===== src/rtl/timer_ctrl_pkg.sv =====
`default_nettype none
// ============================================================================
// Module   : timer_ctrl_pkg
// Brief    : State encoding and defaults shared by the run-control sequencer.
// Revision : 1.0
// ============================================================================
package timer_ctrl_pkg;

    typedef enum logic [1:0] {
        ST_IDLE  = 2'b00,
        ST_RUN   = 2'b01,
        ST_PAUSE = 2'b10,
        ST_DONE  = 2'b11
    } state_t;

    localparam int DEF_ALARM_TICKS = 3;

endpackage
`default_nettype wire


===== src/rtl/timer_ctrl_if.sv =====
`default_nettype none
// ============================================================================
// Module   : timer_ctrl_if
// Brief    : Button/strobe inputs and timer control outputs of timer_ctrl.
// Revision : 1.0
// ============================================================================
interface timer_ctrl_if;
    import timer_ctrl_pkg::*;

    logic   btn_start;
    logic   btn_pause;
    logic   btn_clear;
    logic   tick;
    logic   time_up;
    logic   timer_en;
    logic   timer_clr;
    logic   alarm;
    state_t state;
    logic   done;

    // master: board/debounce side and timer datapath; slave: the sequencer
    modport master (
        output btn_start, btn_pause, btn_clear, tick, time_up,
        input  timer_en, timer_clr, alarm, state, done
    );

    modport slave (
        input  btn_start, btn_pause, btn_clear, tick, time_up,
        output timer_en, timer_clr, alarm, state, done
    );

endinterface
`default_nettype wire


===== src/rtl/timer_ctrl_edge_detect.sv =====
`default_nettype none
// ============================================================================
// Module   : edge_detect
// Brief    : One-bit rising-edge detector; pulse is combinational from d.
// Revision : 1.0
// ============================================================================
module edge_detect (
    input  wire  clk,
    input  wire  rstn,
    input  wire  d,
    output logic pulse
);

    logic r_q;

    always_ff @(posedge clk or negedge rstn) begin
        if (!rstn) begin
            r_q <= 1'b0;
        end else begin
            r_q <= d;
        end
    end

    assign pulse = d & ~r_q;

endmodule
`default_nettype wire


===== src/rtl/timer_ctrl.sv =====
`default_nettype none
// ============================================================================
// Module   : timer_ctrl
// Brief    : Run-control FSM turning button events into timer enable/clear.
// Revision : 1.0
// ============================================================================
module timer_ctrl
    import timer_ctrl_pkg::*;
#(
    parameter int ALARM_TICKS = DEF_ALARM_TICKS,
    parameter int AW          = $clog2(ALARM_TICKS + 1)
) (
    input  wire          clk,
    input  wire          rstn,
    timer_ctrl_if.slave  bus
);

    localparam logic [AW-1:0] c_alarm_max = AW'(ALARM_TICKS);

    logic          w_ev_start;
    logic          w_ev_pause;
    logic          w_ev_clear;
    state_t        r_state;
    state_t        w_next_state;
    logic [AW-1:0] r_cnt;
    logic [AW-1:0] w_next_cnt;
    logic          w_next_clr;
    logic          r_timer_en;
    logic          r_timer_clr;
    logic          r_alarm;
    logic          r_done;

    edge_detect u_ed_start (.clk(clk), .rstn(rstn), .d(bus.btn_start), .pulse(w_ev_start));
    edge_detect u_ed_pause (.clk(clk), .rstn(rstn), .d(bus.btn_pause), .pulse(w_ev_pause));
    edge_detect u_ed_clear (.clk(clk), .rstn(rstn), .d(bus.btn_clear), .pulse(w_ev_clear));

    // Priority: clear > time_up > start > pause
    always_comb begin
        w_next_state = r_state;
        w_next_cnt   = r_cnt;
        w_next_clr   = 1'b0;
        if (w_ev_clear) begin
            w_next_state = ST_IDLE;
            w_next_clr   = 1'b1;
            w_next_cnt   = '0;
        end else begin
            case (r_state)
                ST_IDLE: begin
                    if (w_ev_start) begin
                        w_next_state = ST_RUN;
                        w_next_clr   = 1'b1;
                    end
                end
                ST_RUN: begin
                    if (bus.time_up) begin
                        w_next_state = ST_DONE;
                        w_next_cnt   = '0;
                    end else if (w_ev_pause) begin
                        w_next_state = ST_PAUSE;
                    end
                end
                ST_PAUSE: begin
                    if (w_ev_start || w_ev_pause) begin
                        w_next_state = ST_RUN;
                    end
                end
                ST_DONE: begin
                    if (w_ev_start) begin
                        w_next_state = ST_RUN;
                        w_next_clr   = 1'b1;
                        w_next_cnt   = '0;
                    end else if (bus.tick && (r_cnt != c_alarm_max)) begin
                        w_next_cnt = r_cnt + AW'(1);
                    end
                end
                default: begin
                    w_next_state = ST_IDLE;
                end
            endcase
        end
    end

    always_ff @(posedge clk or negedge rstn) begin
        if (!rstn) begin
            r_state     <= ST_IDLE;
            r_cnt       <= '0;
            r_timer_en  <= 1'b0;
            r_timer_clr <= 1'b0;
            r_alarm     <= 1'b0;
            r_done      <= 1'b0;
        end else begin
            r_state     <= w_next_state;
            r_cnt       <= w_next_cnt;
            r_timer_clr <= w_next_clr;
            r_timer_en  <= (w_next_state == ST_RUN);
            r_done      <= (w_next_state == ST_DONE);
            r_alarm     <= (w_next_state == ST_DONE) && (w_next_cnt < c_alarm_max);
        end
    end

    assign bus.state     = r_state;
    assign bus.timer_en  = r_timer_en;
    assign bus.timer_clr = r_timer_clr;
    assign bus.alarm     = r_alarm;
    assign bus.done      = r_done;

endmodule
`default_nettype wire


===== src/flat_wrapper.sv =====
// flat-port wrapper written by rule: the top's interface ports become plain ports
module timer_ctrl_flat import timer_ctrl_pkg::*;
#(
    parameter int ALARM_TICKS = DEF_ALARM_TICKS,
    parameter int AW          = $clog2(ALARM_TICKS + 1)
)
  (clk, rstn, bus_btn_start, bus_btn_pause, bus_btn_clear, bus_tick, bus_time_up, bus_timer_en, bus_timer_clr, bus_alarm, bus_state, bus_done);
  timer_ctrl_if bus_i ();
  input  wire clk;
  input  wire rstn;
  input wire logic [$bits(bus_i.btn_start)-1:0] bus_btn_start;
  input wire logic [$bits(bus_i.btn_pause)-1:0] bus_btn_pause;
  input wire logic [$bits(bus_i.btn_clear)-1:0] bus_btn_clear;
  input wire logic [$bits(bus_i.tick)-1:0] bus_tick;
  input wire logic [$bits(bus_i.time_up)-1:0] bus_time_up;
  output wire logic [$bits(bus_i.timer_en)-1:0] bus_timer_en;
  output wire logic [$bits(bus_i.timer_clr)-1:0] bus_timer_clr;
  output wire logic [$bits(bus_i.alarm)-1:0] bus_alarm;
  output wire logic [$bits(bus_i.state)-1:0] bus_state;
  output wire logic [$bits(bus_i.done)-1:0] bus_done;
  assign bus_i.btn_start = bus_btn_start;
  assign bus_i.btn_pause = bus_btn_pause;
  assign bus_i.btn_clear = bus_btn_clear;
  assign bus_i.tick = bus_tick;
  assign bus_i.time_up = bus_time_up;
  assign bus_timer_en = bus_i.timer_en;
  assign bus_timer_clr = bus_i.timer_clr;
  assign bus_alarm = bus_i.alarm;
  assign bus_state = bus_i.state;
  assign bus_done = bus_i.done;
  timer_ctrl #(.ALARM_TICKS(ALARM_TICKS), .AW(AW)) u_core (.clk(clk), .rstn(rstn), .bus(bus_i));
endmodule

===== config.mk =====
export PLATFORM = sky130hd
export DESIGN_NAME = timer_ctrl_flat
export DESIGN_NICKNAME = d
export VERILOG_FILES = /design/src/rtl/timer_ctrl_pkg.sv /design/src/rtl/timer_ctrl_if.sv /design/src/rtl/timer_ctrl_edge_detect.sv /design/src/rtl/timer_ctrl.sv /design/src/flat_wrapper.sv
export SDC_FILE = /design/constraint.sdc
export NUM_CORES = 1
export LEC_CHECK = 0
export CELL_PAD_IN_SITES_DETAIL_PLACEMENT = 2
export CELL_PAD_IN_SITES_GLOBAL_PLACEMENT = 2
export CORE_MARGIN = 2
export CORE_UTILIZATION = 26
export CTS_CLUSTER_SIZE = 30
export DETAILED_ROUTE_END_ITERATION = 8
export PLACE_DENSITY_LB_ADDON = 0.1
export SYNTH_ARGS = -nofsm -noshare
export SYNTH_HDL_FRONTEND = slang
export SYNTH_SLANG_ARGS = --single-unit
export TNS_END_PERCENT = 50

===== constraint.sdc =====
create_clock -name clk -period 1.5 [get_ports clk]
set_input_delay 0.15 -clock clk [delete_from_list [all_inputs] [get_ports clk]]
set_output_delay 0.15 -clock clk [all_outputs]
set_load 0.02 [all_outputs]

==> run metrics <==
first-pass GRT wire length 2.54 mm; Net Sw Power roughly 0.65 mW; IO Pins 13; post-DP HPWL 1.08 mm; register clock-pin slew on the reported worst setup and hold paths approximately 0.08 ns; Leak around 0.4 nW; Worst Path Required 1.66 ns; Finish-stage setup viols 2; final net count 86; worst path bufs/invs 0; Critical Path Sink Type flop; Die Ht ~49 µm; # Max-Cap Violations 0; crit path max fanout 4; Reg area 278 µm²; max incr delay on CP approximately 0.46 ns; setup slack, reg-to-reg -0.12 ns; Syn Inst Count 47; row cnt 16; TritonCTS clock tree yes; crit path time final approximately 1.6 ns; drt pass-1 iters 2; worst setup margin -0.118 ns; layout cell share with drive strength beyond 1 a little under half; mux contribution to synthesized area 3.75%; die width a little under 50 µm; total CTS buffers 3; Layout fillers between 150 and 200; Gate power share just over 60%; Antenna diodes 0; clk buf depth 2; initial core utilization ~28%; commonest non-fill, non-tap cells in the layout buf_4 (11), clkdlybuf4s50_1 (10), dfrtp_1 (9); Finished Core Util between 40% and 50%; GP Congestion roughly 0.73; worst slack, placed -0.266 ns; Root Buffer clkbuf_4; Adder-Cell Fraction of Synth Area a little under a tenth; Synth Area in Compound Gates about 16%; Area Overhead vs Synth 69.1%; die area about 0.0024 mm²; largest net degree at the start of global routing 12; Final period util 108%; clock network power share between 10% and 20%; reg2reg end u_core.bus.alarm; outcome complete, but fails checks; cells on worst reg2reg path 4; Worst setup SP type flop; vias in the first global route roughly 510; CP Data Arrival Time approximately 1.8 ns; vias per cell about 4.7; Seq/Total Area, Yosys about 52%; sw frac between 30 and 40%; largest family of logic cells by synthesized area compound AO/OA/AOI/OAI gates; Critical R2R Launch u_core.bus.state[1]; final WL roughly 1.6 mm; Pwr per Cell Area between 1500 and 2000 mW/mm²; commonest non-fill, non-tap cell in the layout buf_4; Mapped Nets 58; Final Skew 0.00839 ns; Synth cell types 21; flops & latches, synth 11; Ys Warns 0; simple-gate share of the synthesized area 13.8%; worst relative slew slack 64.7%; Multi-input gate area between 300 and 400 µm²; post-route ant nets 0; CP delay by family, top compound AO/OA/AOI/OAI gates; Flop pwr share 25.9%; Post-Syn Area between 500 and 600 µm²; crit path cell chain ha_4 -> a21oi_2 -> o32a_4 -> a2111oi_4; H-tree depth 1; total global routing overflow 0; IO Port Bufs 12; Internal a little over 1 mW; worst-margin pin slew approximately 0.53 ns; VDD IR max 0.000729 V; clk_lat worst skew 0.28 ns; critical setup path kind reg -> reg; initial drt markers 1; CORE AREA approximately 0.0019 mm²; Total Routing Usage GR approximately 14%; Final Instance Count excl. Fillers just over 100; failing checks negative setup slack; Synth Area in XOR/XNOR ~1.6%; Syn Area/Cell between 10 and 15 µm²; DRC viols 0; final hold vios 0; RSZ-0062 raised after global routing true; WL/cell 15.4 µm; # clock sinks 11; achievable clock frequency roughly 600 MHz; slowest CP cell dfrtp_2; Vias 471; Hold Crit Class in -> async; Max Slew Vio Count 0; initial antenna violation count 0; Inst Count DP between 90 and 100
==> cells in the mapped netlist <==
library cell | count | area, µm²
nor2b_2 | 1 | 8.76
nand2_1 | 2 | 7.51
nor2_1 | 1 | 3.75
dfrtp_1 | 11 | 275
mux2i_1 | 2 | 20.0
o21ba_1 | 1 | 10.0
o21ai_0 | 3 | 15.0
a2111oi_2 | 1 | 15.0
nor2b_1 | 5 | 31.3
inv_1 | 4 | 15.0
ha_1 | 4 | 50.1
nand2b_1 | 2 | 12.5
clkbuf_1 | 1 | 3.75
nor3_1 | 2 | 10.0
xnor2_1 | 1 | 8.76
a21o_1 | 1 | 7.51
a211oi_1 | 1 | 7.51
a21oi_1 | 1 | 5.00
o32a_1 | 1 | 10.0
a311o_1 | 1 | 10.0
o31ai_1 | 1 | 7.51
==> layout make-up <==
class,count,share of cell area [%]
multi-input cells,31,36.4
flip-flops and latches,11,30.7
repair buffers,24,24.5
well taps,27,3.74
clock buffers,4,2.91
inverters,4,1.66
==> power by group through the flow <==
stage	clock, mW	sequential, mW	combinational, mW
floorplan	0	0.518	0.307
global placement	0	0.439	0.692
detailed placement	0	0.441	0.714
CTS	0.217	0.441	0.798
global route	0.231	0.439	1.11
finish	0.211	0.432	1.02
==> what timing repair did <==
action,4_1_cts,5_1_grt
gates resized for setup,11,11
endpoints found under the setup margin,6,7
setup buffers,1,3
hold buffers,0,0
pin swaps,3,5
==> layer usage <==
layer | vias to the layer above | GRT usage [%] | routed length [µm]
li1 | 219 | - | -
met1 | 238 | 17.5 | 691
met2 | 9 | 23.4 | 787
met3 | 5 | 2.15 | 37
met4 | 0 | 10.0 | 43
met5 | - | 0 | 0
==> kinds of logic (layout without fill, tap and decap cells) <==
| family | count (synthesis) | in the layout |
|---|---|---|
| adders and majority gates | 4 | 4 |
| DFF | 11 | 11 |
| muxes | 2 | 2 |
| buffers and inverters | 5 | 32 |
| xor gates and xnor gates | 1 | 1 |
| and+or+nand+nor | 13 | 13 |
| AOI/OAI and AO/OA | 11 | 11 |
==> how the worst max path moves through the flow <==
stage                       endpoint  cells after the start  slack [ns]           startpoint
floorplan           u_core.bus.alarm                      5       -0.05  u_core.bus.state[0]
global placement    u_core.bus.alarm                      5       -0.23        bus_btn_pause
detailed placement  u_core.bus.alarm                      5       -0.27        bus_btn_pause
CTS                 u_core.bus.alarm                      5       -0.13  u_core.bus.state[0]
global route        u_core.bus.alarm                      5       -0.19      u_core.r_cnt[0]
finish              u_core.bus.alarm                      4       -0.12  u_core.bus.state[1]
==> stage by stage <==
| step | area [µm²] | hold WS [ns] | setup TNS (ns) | power [mW] |
|---|---|---|---|---|
| after detailed placement | 759 | 0.527 | -0.797 | 1.16 |
| after floorplan | 549 | -0.146 | -0.0535 | 0.825 |
| after global routing | 903 | 0.251 | -0.343 | 1.78 |
| after global placement | 759 | 0.529 | -0.633 | 1.13 |
| after CTS | 827 | 0.220 | -0.196 | 1.46 |
| final | 903 | 0.215 | -0.155 | 1.66 |
==> registers in the layout, summed over array words and instances (netlist names) <==
signal,count
u_core.r_cnt,2
u_core.u_ed_clear.r_q,1
u_core.bus.done,1
u_core.bus.alarm,1
u_core.bus.state,2
u_core.u_ed_start.r_q,1
u_core.bus.timer_clr,1
u_core.u_ed_pause.r_q,1
u_core.bus.timer_en,1
==> worst register-to-register path: cells and delay by family, from the launching register on <==
family	cells	cell delay [ns]
flops	1	0.46
fa+ha+maj	1	0.31
compound gates	3	0.74
No activity file was read; power rests on OpenSTA's default activity.
==> edit 1 (same flow settings) <==
Change the package constant `DEF_ALARM_TICKS` from 3 to 6.
--- a/src/rtl/timer_ctrl_pkg.sv
+++ b/src/rtl/timer_ctrl_pkg.sv
@@ -13,7 +13,7 @@
         ST_DONE  = 2'b11
     } state_t;
 
-    localparam int DEF_ALARM_TICKS = 3;
+    localparam int DEF_ALARM_TICKS = 6;
 
 endpackage
 `default_nettype wire
Behaviour: not the same (Yosys sat finds a counterexample within 10 cycles, from zero or initial values and one cycle with rstn low).
==> edit 1 against the unedited design <==
The run still ends with setup timing left; sequential cell count up 1; die area up 12%; wire length down 1.6%; setup slack better by 110 ps; count of clock-buffer cells in the layout unchanged; sequential share of layout area up 1.6 points; area after synthesis up 13%; non-clock buffer count down 1; clock skew down 4.0 ps; design area up 3.7%; total power down 5.6%; critical endpoint unchanged; largest cell class unchanged; largest power group unchanged; highest routed layer is now met3.
==> edit 1: results (changes against the unedited design) <==
* Leak pwr at 0.424 nW (+7.5%)
* Vias in the first global route at 573 (+13%)
* Layout cell share with drive strength beyond 1 at 0.398 (-0.0619)
* Logic pwr share at 0.540 (-0.074)
* Reg2reg start: u_core.bus.state[0]
* Inverter count at 6 (+2)
* Adder-cell share of the synthesized area at 0.104 (+0.0103)
* Clock skew after layout at 4.43 ps (-3.96 ps)
* Psw at 0.562 mW (-14%)
* Routability cong. at 0.734 (-0.16%)
* Met2 wire length at 804 microns (+2.2%)
* Sequential share of the synthesized area at 0.499 (-0.0163)
* Post-route met1 wirelength at 667 microns (-3.5%)
* Yosys cell types at 23 (+9.5%)
* Final setup margin at -12.6 ps (+106 ps)
* Worst slew pin tran at 255 ps (-273 ps)
* Most common library cells after synthesis: 12 x dfrtp_1, 6 x inv_1, 5 x ha_1, 5 x nand2_1, 4 x a21oi_1
* Setup Viol. Count Final at 1 (-1)
* Hold Worst Slack at 178 ps (-37.0 ps)
* Non-Clock Buffer Count at 23 (-4.2%)
* Outcome: complete, but fails checks
* DP HPWL at 1.17 mm (+8.6%)
* Pre-CTS WS at -163 ps (+103 ps)
* Total power at 1.57 mW (-5.6%)
* Top cell type's share of synthesized area at 0.499 (-0.0163)
* Flop pwr share at 0.296 (+0.037)
* Initial DRT Pass Iterations at 3 (+1)
* Vias per cell at 4.70 (+0.84%)
* Synthesized instance count at 56 (+19%)
* Post-CTS sizing at 9 (-2)
* Failing checks: setup timing
* Layout Nets at 96 (+12%)
* Multi-input gate area at 333 sq um (+1.1%)
## edit 1: cell families (layout without fill, tap and decap cells)
logic type	Yosys count	in the layout
simple gates	20	20
compound gates	12	12
buf+inv	6	33
flops	12	12
mux	1	1
fa+ha+maj	5	5
## edit 1: worst max path at each step
stage	depth (start not counted)	slack, ps	from	endpoint
after floorplan	6	3	u_core.bus.state[0]	u_core.bus.alarm
after global placement	6	-140	bus_btn_start	u_core.r_cnt[0]
after detailed placement	6	-160	bus_btn_start	u_core.r_cnt[0]
after CTS	6	-20	u_core.bus.state[0]	u_core.bus.alarm
after global routing	7	-110	u_core.bus.state[1]	u_core.bus.alarm
final	6	-10	u_core.bus.state[0]	u_core.bus.alarm
## edit 1: critical path, stage by stage (launching register included)
cell      delay (ps)
dfrtp_2          440
inv_2             60
ha_4             280
o21ai_1           90
a311oi_2         220
and3_1           210
a21boi_2         140
## edit 1: routing by layer
metal	up-vias	track usage
li1	250	-
met1	260	0.171
met2	12	0.234
met3	0	0.0517
met4	0	0.0263
met5	-	0
==> edit 2 (same settings) <==
Made on the original files. Reset style: synchronous (`rstn`), changed in 2 clocked blocks.
--- a/src/rtl/timer_ctrl_edge_detect.sv
+++ b/src/rtl/timer_ctrl_edge_detect.sv
@@ -13,7 +13,7 @@
 
     logic r_q;
 
-    always_ff @(posedge clk or negedge rstn) begin
+    always_ff @(posedge clk) begin
         if (!rstn) begin
             r_q <= 1'b0;
         end else begin
--- a/src/rtl/timer_ctrl.sv
+++ b/src/rtl/timer_ctrl.sv
@@ -80,7 +80,7 @@
         end
     end
 
-    always_ff @(posedge clk or negedge rstn) begin
+    always_ff @(posedge clk) begin
         if (!rstn) begin
             r_state     <= ST_IDLE;
             r_cnt       <= '0;
Behaviour: differs if rstn is asserted again (counterexample within 4 cycles, from zero or initial values and one cycle with rstn low); with rstn held inactive, the same outputs for 10 cycles.
==> edit 2 against the unedited design <==
Wire length shrank 11%; non-clock buffer count is 2 higher; worst hold slack gained 260 ps; design area decreased by 9.4%; final cell count increased by 6.9%; sequential cell count stayed put; largest cell class unchanged; maximum frequency up 13%; global-route usage is 0.91 points lower; area after synthesis is 3.0% lower; setup slack better by 180 ps.
Power is not compared: it rests on default switching activity, and its combinational part moved more than twofold at a synthesized area within 25%.
==> edit 2: results (changes against the unedited design) <==
* Vias in the first global route at 517 (+2.4%)
* Outcome: finished, final reports clean
* Synth area leaders: dfxtp_1 43%, ha_1 9.7%, and2_1 6.0%
* Layout Nets at 93 (+8.1%)
* Largest fanout on the critical path at 3 (-1)
* Setup Viol. Count Final at 0 (-2)
* Worst slew pin tran at 327 ps (-201 ps)
* Count of final hold-check violations at 0 (unchanged)
* Largest stage delay on the critical path at 340 ps (-120 ps)
* Routability cong. at 0.795 (+8.1%)
* Leak pwr at 0.351 nW
* Total track usage at 0.136 (-0.00911)
* Syn nets at 62 (+6.9%)
* Hold/Removal Path Class: input port to register
* WL/cell at 12.9 microns (-16%)
* Worst-skew pair later-pin latency at 270 ps
* FFs w/ async S/R, synth at 0 (-1.00)
* Peak supply drop at 455 uV
* DP HPWL at 1.15 mm (+6.7%)
* Port bufs at 12 (unchanged)
* Layout cell share with drive strength beyond 1 at 0.296 (-0.163)
* Primary FF master, synth: dfxtp_1
* First-pass GRT wire length at 2.34 mm (-7.9%)
* Maximum clock path buffer count at 2 (unchanged)
* Initial DRT Pass Iterations at 2 (unchanged)
* Initial antenna violation count at 0 (unchanged)
* Vias per cell at 4.36 (-6.5%)
* Clock skew after layout at 0.445 ps (-7.95 ps)
* Most common library cells after synthesis: 11 x dfxtp_1, 5 x and2_1, 4 x a21oi_1, 4 x ha_1, 4 x nand2b_1
* CTS root buffer: clkbuf_4
* CTS H-tree depth at 1 (unchanged)
* Synthesis Warnings at 0 (unchanged)
* Total CTS buffers at 3 (unchanged)
* Setup bufs post-CTS at 0 (-1)
* Clock-pin slew on the worst setup and hold paths at 70 ps
* ANT cells at 0 (unchanged)
* Worst EP arrival at 1650 ps (-130 ps)
* Pin count of the biggest net entering global routing at 7 (-5)
* Slowest-stage cell, CP: dfxtp_1
* Starting DRC count in detailed routing at 1 (unchanged)
* Sequential share of the synthesized area at 0.425 (-0.0901)
* Yosys cell types at 22 (+4.8%)
## edit 2: metrics by stage
stage          instances  setup slack [ps]  setup TNS [ps]  instance area, sq um  total power, mW
5_1_grt              108             -21.2           -23.5                   818            0.710
6_report             108              63.5               0                   818            0.666
4_1_cts              108              30.3               0                   806            0.675
2_1_floorplan         51              17.0               0                   518            0.384
3_5_place_dp         104             -74.7           -98.8                   777            0.472
3_3_place_gp         104             -49.2           -53.4                   777            0.467
## edit 2: worst max-delay path: cells and delay by family (launching register included)
family	cells	cell delay (ps)
compound gates	2	400
fa+ha+maj	1	200
simple gates	1	140
mux	1	310
flops	1	340
## edit 2: layout make-up
cell class | count | area [sq um]
multi-input cells | 37 | 298
fillers | 219 | 1100
repair buffers | 26 | 225
flip-flops and latches | 11 | 224
well taps | 27 | 33.8
clock buffers | 4 | 26.3
inverters | 3 | 11.3
## edit 2: what timing repair did
item	4_1_cts	5_1_grt
gates resized for setup	2	2
setup endpoints to repair	4	2
pin swaps	0	1
## edit 2: worst paths after layout
path         depth (start not counted)            start  slack [ps]               endpoint
min reg2reg                          2  u_core.r_cnt[1]         540        u_core.r_cnt[1]
min                                  2    bus_btn_clear         480  u_core.u_ed_clear.r_q
max reg2reg                          5  u_core.r_cnt[0]          60       u_core.bus.alarm
max                                  5  u_core.r_cnt[0]          60       u_core.bus.alarm
## edit 2: power by group
group	internal, mW	switching (mW)
logic	0.0828	0.0659
clock network	0.103	0.0980
registers	0.307	0.00939
## edit 2: logic make-up after synthesis
kind of cell,synth area share
AO/OA/AOI/OAI,0.169
XOR/XNOR,0.0169
adder cells (fa/ha/maj),0.0966
buffers and inverters,0.0217
flip-flops,0.425
multiplexers,0.0483
AND/OR/NAND/NOR,0.222
## edit 2: metal layers
layer	global-route usage	wire length, microns
met4	0.0857	15
met3	0.0340	46
met1	0.156	628
met5	0	0
met2	0.224	702
